## src/rtl/cache_pkg.sv

```systemverilog
// Shared types and constants for the set-associative cache storage array.
package cache_pkg;

    typedef enum logic [1:0] {
        IDLE,
        LOOKUP,
        RESP,
        WAIT_LOW
    } state_t;

    // Request mode, encoded as {comp, write}.
    localparam logic [1:0] ACC_RD = 2'b00;
    localparam logic [1:0] ACC_WR = 2'b01;
    localparam logic [1:0] CMP_RD = 2'b10;
    localparam logic [1:0] CMP_WR = 2'b11;

    function automatic int way_w(input int ways);
        return (ways > 1) ? $clog2(ways) : 1;
    endfunction

endpackage

```

## src/rtl/cache_plru.sv

```systemverilog
// Per-set tree-PLRU state: one bit per internal tree node, heap-ordered (node 1 = root).
// A node bit points toward the less recently used subtree; WAYS=1 has no state.
module cache_plru
    import cache_pkg::*;
#(
    parameter int WAYS    = 2,
    parameter int INDEX_W = 4
) (
    input  logic                     clk,
    input  logic                     rst,
    input  logic [INDEX_W-1:0]       i_index,
    input  logic                     i_touch,
    input  logic [way_w(WAYS)-1:0]   i_touch_way,
    output logic [way_w(WAYS)-1:0]   o_victim
);

    localparam int WW = way_w(WAYS);

    generate
        if (WAYS == 1) begin : g_single
            assign o_victim = '0;
        end else begin : g_tree
            localparam int LEVELS = $clog2(WAYS);
            localparam int NODES  = WAYS - 1;
            localparam int SETS   = 2 ** INDEX_W;

            logic [NODES-1:0] r_bits [SETS];
            logic [NODES-1:0] w_cur;
            logic [NODES-1:0] w_next;

            // NOTE: every always_comb output gets a default before any branch or loop,
            // otherwise a path that skips the assignment infers a latch.
            always_comb begin
                int node;
                w_cur = r_bits[i_index];
                node  = 1;
                for (int l = 0; l < LEVELS; l++) begin
                    node = 2 * node + int'(|(w_cur & (NODES'(1) << (node - 1))));
                end
                o_victim = WW'(node - WAYS);
            end

            // Walk root-to-leaf along the touched way, pointing each node away from it.
            always_comb begin
                int   node;
                logic dir;
                w_next = w_cur;
                node   = 1;
                for (int l = 0; l < LEVELS; l++) begin
                    dir    = |(i_touch_way & (WW'(1) << (LEVELS - 1 - l)));
                    w_next = (w_next & ~(NODES'(1) << (node - 1)))
                           | (NODES'(!dir) << (node - 1));
                    node   = 2 * node + int'(dir);
                end
            end

            // NOTE: clocked state uses non-blocking assignments so every register
            // samples pre-edge values regardless of statement order.
            always_ff @(posedge clk) begin
                if (rst) begin
                    for (int s = 0; s < SETS; s++) r_bits[s] <= '0;
                end else if (i_touch) begin
                    r_bits[i_index] <= w_next;
                end
            end
        end
    endgenerate

endmodule

```

## src/rtl/cache_assoc.sv

```systemverilog
// N-way set-associative cache storage with tree-PLRU replacement and a four-phase enable/ack handshake.
// Define CACHE_STATS_EN to add saturating hit_count/miss_count outputs for compare requests.
module cache_assoc
    import cache_pkg::*;
#(
    parameter int INDEX_W = 4,
    parameter int WORD_W  = 2,
    parameter int TAG_W   = 5,
    parameter int DATA_W  = 16,
    parameter int WAYS    = 2
) (
    input  logic                   clk,
    input  logic                   rst,
    input  logic                   enable,
    input  logic [INDEX_W-1:0]     index,
    input  logic [WORD_W-1:0]      word,
    input  logic                   comp,
    input  logic                   write,
    input  logic [TAG_W-1:0]       tag_in,
    input  logic [DATA_W-1:0]      data_in,
    input  logic                   valid_in,
    output logic                   hit,
    output logic                   dirty,
    output logic [TAG_W-1:0]       tag_out,
    output logic [DATA_W-1:0]      data_out,
    output logic                   valid,
    output logic [way_w(WAYS)-1:0] way_out,
    output logic                   ack
`ifdef CACHE_STATS_EN
    ,
    output logic [15:0]            hit_count,
    output logic [15:0]            miss_count
`endif
);

    localparam int SETS  = 2 ** INDEX_W;
    localparam int WORDS = 2 ** WORD_W;
    localparam int WW    = way_w(WAYS);

    state_t              r_state;
    logic [INDEX_W-1:0]  r_index;
    logic [WORD_W-1:0]   r_word;
    logic                r_comp;
    logic                r_write;
    logic [TAG_W-1:0]    r_tag_in;
    logic [DATA_W-1:0]   r_data_in;
    logic                r_valid_in;

    logic [TAG_W-1:0]    r_tag   [SETS][WAYS];
    logic [DATA_W-1:0]   r_data  [SETS][WAYS][WORDS];
    logic [WAYS-1:0]     r_valid_arr [SETS];
    logic [WAYS-1:0]     r_dirty_arr [SETS];

    logic [WAYS-1:0]     w_set_valid;
    logic [WAYS-1:0]     w_set_dirty;
    logic [WAYS-1:0]     w_match;
    logic [WW-1:0]       w_match_way;
    logic [WW-1:0]       w_invalid_way;
    logic [WW-1:0]       w_plru_victim;
    logic [WW-1:0]       w_victim;
    logic [WW-1:0]       w_sel;
    logic                w_hit;
    logic [1:0]          w_mode;
    logic                w_in_lookup;
    logic                w_wr_data;
    logic                w_wr_tag;
    logic                w_touch;
    logic [TAG_W-1:0]    w_sel_tag;
    logic [DATA_W-1:0]   w_sel_data;

    // Downward scan so the lowest-indexed match / invalid way is the one kept.
    always_comb begin
        w_set_valid   = r_valid_arr[r_index];
        w_set_dirty   = r_dirty_arr[r_index];
        w_match       = '0;
        w_match_way   = '0;
        w_invalid_way = '0;
        for (int w = WAYS - 1; w >= 0; w--) begin
            w_match[w] = w_set_valid[w] && (r_tag[r_index][w] == r_tag_in);
            if (w_match[w])     w_match_way   = WW'(w);
            if (!w_set_valid[w]) w_invalid_way = WW'(w);
        end
        w_victim   = (&w_set_valid) ? w_plru_victim : w_invalid_way;
        w_hit      = r_comp && (|w_match);
        w_sel      = w_hit ? w_match_way : w_victim;
        w_sel_tag  = r_tag[r_index][w_sel];
        w_sel_data = r_data[r_index][w_sel][r_word];
    end

    assign w_mode      = {r_comp, r_write};
    assign w_in_lookup = (r_state == LOOKUP) && !rst;

    always_comb begin
        w_wr_data = 1'b0;
        w_wr_tag  = 1'b0;
        w_touch   = 1'b0;
        unique case (w_mode)
            CMP_RD: w_touch = w_hit;
            CMP_WR: begin
                w_wr_data = w_hit;
                w_touch   = w_hit;
            end
            ACC_WR: begin
                w_wr_data = 1'b1;
                w_wr_tag  = 1'b1;
                w_touch   = 1'b1;
            end
            ACC_RD: w_touch = 1'b0;
        endcase
        w_wr_data = w_wr_data && w_in_lookup;
        w_wr_tag  = w_wr_tag  && w_in_lookup;
        w_touch   = w_touch   && w_in_lookup;
    end

    cache_plru #(
        .WAYS    (WAYS),
        .INDEX_W (INDEX_W)
    ) u_plru (
        .clk         (clk),
        .rst         (rst),
        .i_index     (r_index),
        .i_touch     (w_touch),
        .i_touch_way (w_sel),
        .o_victim    (w_plru_victim)
    );

    // NOTE: tag and data RAMs carry no reset; the valid bits make their contents irrelevant
    // after reset, and leaving them unreset keeps them mappable to plain memory.
    always_ff @(posedge clk) begin
        if (w_wr_data) r_data[r_index][w_sel][r_word] <= r_data_in;
        if (w_wr_tag)  r_tag[r_index][w_sel]          <= r_tag_in;
    end

    always_ff @(posedge clk) begin
        if (rst) begin
            for (int s = 0; s < SETS; s++) begin
                r_valid_arr[s] <= '0;
                r_dirty_arr[s] <= '0;
            end
        end else if (w_wr_data) begin
            if (w_wr_tag) begin
                r_valid_arr[r_index][w_sel] <= r_valid_in;
                r_dirty_arr[r_index][w_sel] <= 1'b0;
            end else begin
                r_dirty_arr[r_index][w_sel] <= 1'b1;
            end
        end
    end

    // Outputs report the selected way as it stands once this request's write has landed.
    always_ff @(posedge clk) begin
        if (rst) begin
            r_state    <= IDLE;
            r_index    <= '0;
            r_word     <= '0;
            r_comp     <= 1'b0;
            r_write    <= 1'b0;
            r_tag_in   <= '0;
            r_data_in  <= '0;
            r_valid_in <= 1'b0;
            hit        <= 1'b0;
            dirty      <= 1'b0;
            tag_out    <= '0;
            data_out   <= '0;
            valid      <= 1'b0;
            way_out    <= '0;
            ack        <= 1'b0;
        end else begin
            unique case (r_state)
                IDLE: begin
                    if (enable) begin
                        r_index    <= index;
                        r_word     <= word;
                        r_comp     <= comp;
                        r_write    <= write;
                        r_tag_in   <= tag_in;
                        r_data_in  <= data_in;
                        r_valid_in <= valid_in;
                        r_state    <= LOOKUP;
                    end
                end
                LOOKUP: begin
                    hit      <= w_hit;
                    way_out  <= w_sel;
                    tag_out  <= w_wr_tag  ? r_tag_in   : w_sel_tag;
                    valid    <= w_wr_tag  ? r_valid_in : w_set_valid[w_sel];
                    dirty    <= w_wr_data ? r_comp     : w_set_dirty[w_sel];
                    data_out <= w_wr_data ? r_data_in  : w_sel_data;
                    ack      <= 1'b1;
                    r_state  <= RESP;
                end
                RESP: begin
                    ack     <= 1'b0;
                    r_state <= WAIT_LOW;
                end
                WAIT_LOW: begin
                    if (!enable) r_state <= IDLE;
                end
            endcase
        end
    end

`ifdef CACHE_STATS_EN
    always_ff @(posedge clk) begin
        if (rst) begin
            hit_count  <= '0;
            miss_count <= '0;
        end else if (r_state == RESP && r_comp) begin
            if (hit && hit_count != 16'hFFFF)         hit_count  <= hit_count + 16'd1;
            else if (!hit && miss_count != 16'hFFFF)  miss_count <= miss_count + 16'd1;
        end
    end
`endif

endmodule

```

## config.mk

```make
export PLATFORM = sky130hd
export DESIGN_NAME = cache_assoc
export DESIGN_NICKNAME = d
export VERILOG_FILES = /design/src/rtl/cache_pkg.sv /design/src/rtl/cache_plru.sv /design/src/rtl/cache_assoc.sv
export SDC_FILE = /design/constraint.sdc
export NUM_CORES = 2
export LEC_CHECK = 0
export CAP_MARGIN = 20
export CELL_PAD_IN_SITES_DETAIL_PLACEMENT = 1
export CELL_PAD_IN_SITES_GLOBAL_PLACEMENT = 2
export CORE_ASPECT_RATIO = 0.6
export CORE_UTILIZATION = 48
export CTS_BUF_LIST = sky130_fd_sc_hd__clkbuf_2 sky130_fd_sc_hd__clkbuf_4 sky130_fd_sc_hd__clkbuf_8
export DETAILED_ROUTE_END_ITERATION = 10
export PLACE_DENSITY = 0.77
export SYNTH_ARGS = -nofsm -noshare
export SYNTH_HDL_FRONTEND = slang
export SYNTH_HIERARCHICAL = 1
export SYNTH_SLANG_ARGS = --single-unit
```

## constraint.sdc

```tcl
create_clock -name clk -period 3.95 [get_ports clk]
set_clock_uncertainty 0.1 [all_clocks]
set_input_delay 0.79 -clock clk [delete_from_list [all_inputs] [get_ports clk]]
set_output_delay 0.79 -clock clk [all_outputs]
set_load 0.01 [all_outputs]
```

==> impl_metrics.env <==
export IMPL_cp_slowest_cell="or3_4"
export IMPL_wl_mm=280
export IMPL_postSynthCellCount=4200
export IMPL_yosysMostFrequentCell="edfxtp_1"
export IMPL_relSlewSlack=0.215
export IMPL_grt_use_total=0.289
export IMPL_port_buffers=58
export IMPL_drc_errors=0
export IMPL_endpoint_kind="flip-flop"
export IMPL_num_vias=49400
export IMPL_slew_viol_final=0
export IMPL_status="complete, but fails checks"
export IMPL_p_leak_nw=34.6
export IMPL_netlist_top_cells_count="edfxtp_1, mux4_2, nor2_1"
export IMPL_timing_hold_ws_ns=0.279
export IMPL_syn_num_nets=4238
export IMPL_avgRoutedWirePerCell_um=36.7
export IMPL_ant_nets=0
export IMPL_first_pass_iters=5
export IMPL_power_frac_comb=0.197
export IMPL_crit_arrival_ns=4.88
export IMPL_peakVddDrop_mv=0.445
export IMPL_power_clock_fraction=0.312
export IMPL_final_setup_tns_ns=-394.85
export IMPL_grt_pass1_wl_mm=385
export IMPL_p_sw_frac=0.290
export IMPL_hp_class="input pin to flip-flop"
export IMPL_yosys_top_cells_area="edfxtp_1, mux4_2, dfxtp_1"
export IMPL_cts_buffer_depth=4
export IMPL_synth_flop_cell="edfxtp_1"
export IMPL_synth_area_um2=91500
export IMPL_io_pins=59
export IMPL_required_ns=4.51
export IMPL_synth_distinct_cells=67
export IMPL_yosys_warnings=6
export IMPL_synth_seq_cells=2350
export IMPL_final_nets=4920
export IMPL_viasPerCell=6.47
export IMPL_antenna_found_initial=26
export IMPL_dpl_cell_area_um2=100000
export IMPL_p_total_mw=60.5
export IMPL_clock_fmax_mhz=232
export IMPL_worst_path_dominant_cell_family="buffers and inverters"
export IMPL_initialDrtViolationCount=8169
export IMPL_die_area_um2=193000
export IMPL_fin_crit_sh=1.09
export IMPL_synth_edf_count=2288
export IMPL_start_util=0.486
export IMPL_syn2layout_area_growth_pct=19.0
export IMPL_pre_cts_ws_ns=-0.733
export IMPL_critPathMostFrequentCell="buf_4"
export IMPL_cap_violations=0
export IMPL_clk_latency_ns=0.97
export IMPL_drive_above_1_share=0.385
export IMPL_finalWorstSetupSlack_ns=-0.362
export IMPL_dpl_hpwl_mm=176
export IMPL_coreArea_um2=188000
export IMPL_finalWeightedCongestion=0.852
export IMPL_grt_max_degree=110
export IMPL_violations="setup timing"
export IMPL_cts_root_buf="clkbuf_8"
export IMPL_reg2reg_setup_slack_ns=-0.36
export IMPL_tightest_slew_ns=1.18
export IMPL_yosysSeqAreaShare=0.764
export IMPL_internal_power_mw=42.9
export IMPL_powerDensity_nw_per_um2=555
export IMPL_finalSetupViolations=2098
export IMPL_avgSynthCellArea_um2=21.8
export IMPL_rsz0062_at_grt="true"
export IMPL_critPathLaunchType="flip-flop"
export IMPL_n_fill_cell=16000
export IMPL_die_height_um=340
export IMPL_fin_crit_ns=4.31
export IMPL_clk_pin_slew_ns=0.07
export IMPL_worstPathBufferInverterCount=8
export IMPL_yosysTopAreaCell="edfxtp_1"
export IMPL_grt_pass1_vias=48700
export IMPL_crit_path_cell_trace="buf_12 > buf_4 > mux2_2 > a2bb2oi_1 > and3_1 > o41ai_2 > buf_4 > nand4_1 > buf_4 > nor2_4 > o211ai_1 > buf_6 > or3_4 > clkbuf_16 > nor2_4 > buf_6 > buf_16"
export IMPL_cts_sinks=2350
export IMPL_gr_total_overflow=0
export IMPL_design_area_um2=109000
export IMPL_synth_top_area_share=0.751
export IMPL_hold_violations=0
export IMPL_slowest_delay_ns=0.40
export IMPL_critPathMaxFanout=10
export IMPL_async_reset_ff_frac=0
export IMPL_rows=123
export IMPL_cts_made_buffers=333
export IMPL_p_switching_mw=17.5
export IMPL_htreeDepth=5
export IMPL_crit_type="flip-flop to flip-flop"
export IMPL_cts_tree="yes"
export IMPL_pwr_share_seq=0.491
export IMPL_die_x_um=566
export IMPL_postCtsHoldBufs=0
==> sequential cells by signal, summed over array words and instances, names as in the netlist, named ones only <==
signal                flops
ack                       1
data_out                 16
dirty                     1
hit                       1
r_comp                    1
r_data                 2048
r_data_in                16
r_dirty_arr              32
r_index                   4
r_state                   2
r_tag                   160
r_tag_in                  5
r_valid_arr              32
r_valid_in                1
r_word                    2
r_write                   1
tag_out                   5
u_plru/g_tree.r_bits     16
valid                     1
way_out                   1
==> placed cells by master, fill, tap and decap left out, types with 13 or more instances in the layout <==
cell                n
a211oi_1           24
a21o_1             25
a21oi_1            54
a22o_1             16
a31oi_1            14
and2_1             18
and3_1             13
buf_12            184
buf_16             13
buf_4             286
buf_6              39
clkbuf_16          20
clkbuf_4          126
clkbuf_8          350
clkdlybuf4s50_1    57
clkinv_1           70
clkinv_2           24
dfxtp_1            40
dfxtp_4            20
edfxtp_1         2288
mux2_2             25
mux2i_1            58
mux4_2            682
nand2_1           150
nand3_1            27
nor2_1            136
nor2_2             36
nor2_4             89
o21ai_0            58
==> metrics by stage <==
step,util,instances
6_report,0.578,7635
5_1_grt,0.578,7631
4_1_cts,0.572,7593
3_5_place_dp,0.533,6966
3_3_place_gp,0.533,6966
2_1_floorplan,-,4200
==> per-layer routing <==
layer | track usage | up-vias | part of all wire
li1 | - | 19000 | -
met1 | 0.463 | 26600 | 0.43
met2 | 0.376 | 3502 | 0.40
met3 | 0.106 | 353 | 0.15
met4 | 0.0602 | 4 | 0.019
met5 | 0 | - | 0.00012
==> kinds of logic after synthesis <==
logic type,after synthesis,synth area share
AO/OA/AOI/OAI,258,0.0182
XOR/XNOR,5,0.000478
adder cells (fa/ha/maj),5,0.000683
buffers and inverters,272,0.0128
flip-flops,2350,0.764
multiplexers,777,0.179
AND/OR/NAND/NOR,533,0.0249
==> worst register-to-register path, cell delays in order (launching register included) <==
cell and delay, ns:
dfxtp_4 0.38, buf_12 0.15, buf_4 0.18, mux2_2 0.36
a2bb2oi_1 0.17, and3_1 0.23, o41ai_2 0.35, buf_4 0.17
nand4_1 0.23, buf_4 0.24, nor2_4 0.12, o211ai_1 0.11
buf_6 0.19, or3_4 0.40, clkbuf_16 0.23, nor2_4 0.14
buf_6 0.14, buf_16 0.15
==> final timing paths <==
| kind | endpoint | start | depth (start not counted) |
|---|---|---|---|
| worst min-delay path | valid | rst | 4 |
| worst max-delay path | r_data[8][119] | flip-flop | 17 |
| worst max register to register | r_data[8][119] | flip-flop | 17 |
| worst min register to register | hit | hit | 2 |
==> repair_timing <==
action | in CTS | in global routing
buffers inserted | 29 | 18
setup endpoints to repair | 2159 | 2167
gates resized for setup | 99 | 100
gates cloned | 16 | 20
pin swaps | 23 | 43
==> cell type report <==
class / count / area, um2 / area share
diodes: 6 / 15.0 / 0.000138
clock buffers: 476 / 5760 / 0.0529
clock inverters: 106 / 563 / 0.00517
inverters: 11 / 51.3 / 0.000471
multi-input cells: 1579 / 21500 / 0.198
flip-flops and latches: 2350 / 70000 / 0.643
well taps: 2500 / 3130 / 0.0287
repair buffers: 607 / 7840 / 0.0720
==> power groups by stage <==
stage,logic (mW),registers (mW),clock network (mW)
3_5_place_dp,11.1,30.2,0
5_1_grt,12.3,29.7,20.0
3_3_place_gp,11.0,30.1,0
2_1_floorplan,5.47,30.0,0
4_1_cts,11.5,29.6,19.0
6_report,11.9,29.7,18.9
Note: power is estimated with default switching activity, not from simulation.
